File: config.mk
export PLATFORM = sky130hd
export DESIGN_NAME = normalize_seq
export DESIGN_NICKNAME = d
export VERILOG_FILES = /design/src/rtl/normalize_seq.sv
export SDC_FILE = /design/constraint.sdc
export NUM_CORES = 1
export LEC_CHECK = 0
export ABC_CLOCK_PERIOD_IN_PS = 4700
export CAP_MARGIN = 25
export CORE_UTILIZATION = 50
export DETAILED_ROUTE_END_ITERATION = 8
export PLACE_DENSITY = 0.74
export REMOVE_ABC_BUFFERS = 1
export SYNTH_ARGS = -nofsm -noshare
export SYNTH_HDL_FRONTEND = slang
export SYNTH_SLANG_ARGS = --single-unit
File: constraint.sdc
create_clock -name clk -period 4.7 [get_ports clk]
set_clock_uncertainty 0.2 [all_clocks]
set_input_delay 0.705 -clock clk [delete_from_list [all_inputs] [get_ports clk]]
set_output_delay 0.705 -clock clk [all_outputs]
set_load 0.05 [all_outputs]
File: src/rtl/normalize_seq.sv
`default_nettype none
// +----------------------------------------------------------------------------+
// | normalize_seq : iterative FP-add significand normalizer feeding the rounder  |
// | Optional NORM_COARSE_SHIFT_EN: 4-bit left steps when the top nibble is zero. |
// | Revision: 1.0                                                               |
// +----------------------------------------------------------------------------+
module normalize_seq #(
   parameter int WSIG = 23,
   parameter int WEXP = 8
) (
   input  logic            clk,
   input  logic            reset,
   input  logic            in_valid,
   output logic            in_ready,
   input  logic [WSIG+1:0] sum,
   input  logic            guard_in,
   input  logic            round_in,
   input  logic            sticky_in,
   input  logic [WEXP-1:0] exp_in,
   output logic            out_valid,
   input  logic            out_ready,
   output logic [WSIG-1:0] normsum,
   output logic            round,
   output logic            sticky,
   output logic [WEXP-1:0] overexp,
   output logic            zero,
   output logic            denorm
);

   localparam logic [1:0] c_idle  = 2'd0;
   localparam logic [1:0] c_shift = 2'd1;
   localparam logic [1:0] c_done  = 2'd2;

   localparam logic [WEXP-1:0] c_one = WEXP'(1);

   logic [1:0]      r_state;
   logic [WSIG:0]   r_sig;
   logic            r_g;
   logic            r_r;
   logic            r_s;
   logic [WEXP-1:0] r_e;

   logic            r_out_valid;
   logic [WSIG-1:0] r_normsum;
   logic            r_round;
   logic            r_sticky;
   logic [WEXP-1:0] r_overexp;
   logic            r_zero;
   logic            r_denorm;

   logic            w_coarse;
   logic            w_step;
   logic            w_stop;
   logic [WSIG:0]   w_sig;
   logic            w_g;
   logic            w_r;
   logic [WEXP-1:0] w_e;

   function automatic logic [WEXP-1:0] dec_sat(input logic [WEXP-1:0] v);
      return (v == '0) ? '0 : v - c_one;
   endfunction

`ifdef NORM_COARSE_SHIFT_EN
   localparam logic [WEXP-1:0] c_four = WEXP'(4);
   assign w_coarse = (r_sig[WSIG:WSIG-3] == 4'b0000) && (r_e > c_four);
`else
   assign w_coarse = 1'b0;
`endif

   assign w_step = !r_sig[WSIG] && (r_e > c_one);

   // Candidate next value of the shift window {sig, guard, round}; the
   // termination test below looks at this value so the last step and the
   // result capture share one cycle.
   always_comb begin
      w_sig = r_sig;
      w_g   = r_g;
      w_r   = r_r;
      w_e   = r_e;
      if (w_coarse) begin
`ifdef NORM_COARSE_SHIFT_EN
         w_sig = {r_sig[WSIG-4:0], r_g, r_r, 2'b00};
         w_e   = r_e - c_four;
`endif
         w_g   = 1'b0;
         w_r   = 1'b0;
      end else if (w_step) begin
         w_sig = {r_sig[WSIG-1:0], r_g};
         w_g   = r_r;
         w_r   = 1'b0;
         w_e   = r_e - c_one;
      end
   end

   assign w_stop = w_sig[WSIG] || (w_e <= c_one);

   always_ff @(posedge clk) begin
      if (reset) begin
         r_state     <= c_idle;
         r_sig       <= '0;
         r_g         <= 1'b0;
         r_r         <= 1'b0;
         r_s         <= 1'b0;
         r_e         <= '0;
         r_out_valid <= 1'b0;
         r_normsum   <= '0;
         r_round     <= 1'b0;
         r_sticky    <= 1'b0;
         r_overexp   <= '0;
         r_zero      <= 1'b0;
         r_denorm    <= 1'b0;
      end else begin
         case (r_state)
            c_idle: begin
               if (in_valid) begin
                  r_sig    <= sum[WSIG:0];
                  r_g      <= guard_in;
                  r_r      <= round_in;
                  r_s      <= sticky_in;
                  r_e      <= exp_in;
                  r_zero   <= 1'b0;
                  r_denorm <= 1'b0;
                  if (sum[WSIG+1]) begin
                     r_normsum   <= sum[WSIG:1];
                     r_round     <= sum[0];
                     r_sticky    <= guard_in | round_in | sticky_in;
                     r_overexp   <= exp_in;
                     r_out_valid <= 1'b1;
                     r_state     <= c_done;
                  end else if ((sum == '0) && !guard_in && !round_in) begin
                     r_zero      <= 1'b1;
                     r_normsum   <= '0;
                     r_round     <= 1'b0;
                     r_sticky    <= sticky_in;
                     r_overexp   <= '0;
                     r_out_valid <= 1'b1;
                     r_state     <= c_done;
                  end else if (sum[WSIG]) begin
                     r_normsum   <= sum[WSIG-1:0];
                     r_round     <= guard_in;
                     r_sticky    <= round_in | sticky_in;
                     r_overexp   <= dec_sat(exp_in);
                     r_out_valid <= 1'b1;
                     r_state     <= c_done;
                  end else begin
                     r_state     <= c_shift;
                  end
               end
            end
            c_shift: begin
               r_sig <= w_sig;
               r_g   <= w_g;
               r_r   <= w_r;
               r_e   <= w_e;
               if (w_stop) begin
                  r_normsum   <= w_sig[WSIG-1:0];
                  r_round     <= w_g;
                  r_sticky    <= w_r | r_s;
                  r_overexp   <= dec_sat(w_e);
                  r_denorm    <= !w_sig[WSIG];
                  r_out_valid <= 1'b1;
                  r_state     <= c_done;
               end
            end
            c_done: begin
               if (out_ready) begin
                  r_out_valid <= 1'b0;
                  r_state     <= c_idle;
               end
            end
            default: r_state <= c_idle;
         endcase
      end
   end

   assign in_ready  = (r_state == c_idle);
   assign out_valid = r_out_valid;
   assign normsum   = r_normsum;
   assign round     = r_round;
   assign sticky    = r_sticky;
   assign overexp   = r_overexp;
   assign zero      = r_zero;
   assign denorm    = r_denorm;

endmodule
`default_nettype wire

==> results_dict.tcl, run 1 <==
set metrics [dict create \
    worst-endpoint-arrival_ns 4.07 \
    leakagePower_nw 1.99 \
    slew_viol_final 0 \
    synth.largest_area_cell "dfxtp_1" \
    track_usage_pct 26.2 \
    clk_pin_slew_worst_paths_ns 0.08 \
    synthDistinctLibCells 60 \
    overflow 0 \
    synth_area_per_cell_um2 8.10 \
    nNetsFinal 654 \
    detail_route.iter0.violations 228 \
    grt_pass1_vias 4092 \
    die_width_um 96.7 \
    drt_wl_total_um 12200 \
    drive_above_1_share_pct 7.19 \
    cts_resized 0 \
    num_rows 34 \
    rrSetupSlack_ns 0.64 \
    synthTopCellsByArea "dfxtp_1, mux2i_1, nand2_1, a21oi_1, a311oi_1" \
    slowest_stage "or4_4" \
    ys_seq_area_share_pct 32.6 \
    syn2layout_area_growth_pct 20.0 \
    grt_pass1_wl_um 20200 \
    clk_latency_ns 0.36 \
    grt_max_degree 80 \
    vias 4337 \
    fin_setup_tns_ns 0 \
    synthFlopType "dfxtp_1" \
    slowest_delay_ns 0.50 \
    tightest_slew_ns 1.04 \
    period_needed_ns 4.06 \
    fillerInstances 781 \
    final_util_pct 62.0 \
    floorplan.io_pins 77 \
    cp_max_fo 27 \
    firstDrtPassIters 5 \
    post-dp-hpwl_um 8490 \
    end_kind "flip-flop" \
    wl_per_cell_um 17.0 \
    postCtsSetupRepairBufs 0 \
    synth_common_cells "nand2_1, dfxtp_1, nor2_1" \
    vias_per_cell 6.02 \
    cp_data_required_time_ns 4.71 \
    die_area_um2 9340 \
    holdCritPathClass "reg -> reg" \
    syn_area_um2 4480 \
    core-area_um2 8680 \
    synth-edff-count 0 \
    finalHoldViolCount 0 \
    crit_chain "inv_1, ha_1, or2_2, a41oi_4, buf_4, nand2_1, o21ai_0, ha_1, nor2_1, or4_4, o21ai_4, buf_4, mux2i_1, nor2_1" \
    critPathKind "reg -> reg" \
    maxSlewHeadroom_pct 30.8 \
    antenna_cells 0 \
    start_util_pct 51.6 \
    cts_root_buf "clkbuf_8" \
    max-vdd-ir-drop_uv 234 \
    p_total_mw 2.05 \
    cts_sinks 73 \
    rsz0062_at_grt "false" \
    cts_max_level 3 \
    hold_ws_ns 0.275 \
    postRouteAntennaNets 0 \
    synthDominantCellAreaShare_pct 32.6 \
    async_flop_share_pct 0 \
    numPortBuffers 76 \
    ys_ff_latch 73 \
    syn_inst 553 \
    crit_path_start_kind "flip-flop" \
    synth-warning-count 0 \
    cap_viol_max_count 0 \
    synth_most_common_cell "nand2_1" \
    drc_errors 0 \
    fin_crit_sh_pct 86.4 \
    clock_path_buffers 2 \
    ff_latch_area_um2 1460 \
    fmax_mhz 246 \
    finalWeightedCongestion 0.891 \
    cts_tree "done" \
    numCtsBuffers 9 \
    postCtsHoldBufs 0 \
    status "finished clean" \
    die_h_um 96.7 \
    multi_input_area_um2 2750 \
    setup_violations 0 \
    p_per_area_nw_per_um2 382 \
    antenna_found_initial 0 \
]
[final timing paths]
check / depth (start not counted) / to / startpoint
max: 14 / normsum[18]$_SDFFE_PP0P_ / r_e[0]$_SDFFE_PP0P_
max reg2reg: 14 / normsum[18]$_SDFFE_PP0P_ / r_e[0]$_SDFFE_PP0P_
min reg2reg: 2 / r_s$_SDFFE_PP0P_ / r_s$_SDFFE_PP0P_
min: 2 / r_s$_SDFFE_PP0P_ / r_s$_SDFFE_PP0P_
[state kept, by name, summed over array words and instances, names as in the netlist]
register	count
denorm	1
r_s	1
normsum	23
r_r	1
round	1
r_g	1
r_state	2
zero	1
overexp	8
sticky	1
out_valid	1
r_e	8
r_sig	24
[critical path: cells and delay by family (launching register included)]
kind,cells,cell delay (ns)
flip-flops,1,0.49
multiplexers,1,0.22
buffers and inverters,3,0.74
adder cells (fa/ha/maj),2,0.65
AND/OR/NAND/NOR,5,1.14
AO/OA/AOI/OAI,3,0.47
[final cells by class]
class	count	share of cell area (%)
well taps	108	2.51
clock inverters	6	0.791
inverters	10	0.698
clock buffers	10	2.37
multi-input cells	427	51.1
flip-flops and latches	73	27.2
repair buffers	86	15.4
[layout by cell type, fill, tap and decap left out, drive strengths merged, types with 2 or more instances in the layout]
master / n
nand2: 75
clkbuf: 10
nand3: 7
a2111oi: 2
a2bb2oi: 3
buf: 12
o21ai: 22
or3: 5
nand4: 4
xnor2: 6
or2: 3
mux2i: 50
and2: 2
clkinv: 2
a31oi: 3
nand2b: 2
nor2: 51
nand3b: 4
a21o: 6
a211oi: 25
a311oi: 26
clkinvlp: 2
a32oi: 2
ha: 7
nor2b: 26
inv: 12
nor3b: 2
o21a: 3
clkdlybuf4s50: 74
nor4: 9
nor3: 8
or4: 5
a21oi: 47
dfxtp: 73
a221oi: 3
a22oi: 7
[logic make-up after synthesis]
group / Yosys count / synth area share, %
xor+xnor: 6 / 1.17
buf+inv: 53 / 6.54
mux: 50 / 11.2
flops: 73 / 32.6
simple gates: 204 / 21.8
fa+ha+maj: 7 / 1.96
compound gates: 160 / 24.8
[power by group]
part | total [mW] | internal, mW | switching, mW
clock network | 0.445 | 0.194 | 0.252
registers | 0.755 | 0.696 | 0.0591
logic | 0.853 | 0.322 | 0.531
[stage by stage]
stage / instances / area, um^2 / setup slack (ns)
floorplan: 510 / 4220 / -1.44
global placement: 704 / 5210 / 0.777
detailed placement: 704 / 5210 / 0.674
CTS: 720 / 5380 / 0.654
global route: 720 / 5380 / 0.358
finish: 720 / 5380 / 0.641
[routing by layer]
layer | wire length (um) | track usage [%]
met5 | 0 | 0
met4 | 175 | 9.87
met3 | 696 | 5.13
met2 | 5620 | 40.8
met1 | 5720 | 35.9
(Power assumes the default switching activity.)
==> inputs of run 2 (changes only) <==
--- a/config.mk
+++ b/config.mk
@@ -7,7 +7,9 @@
 export LEC_CHECK = 0
 export ABC_CLOCK_PERIOD_IN_PS = 4700
 export CAP_MARGIN = 25
+export CORE_MARGIN = 1
 export CORE_UTILIZATION = 50
+export CTS_CLUSTER_SIZE = 16
 export DETAILED_ROUTE_END_ITERATION = 8
 export PLACE_DENSITY = 0.74
 export REMOVE_ABC_BUFFERS = 1
==> results of run 2 <==
Final layout, timing and power as in run 1 (identical DEF).
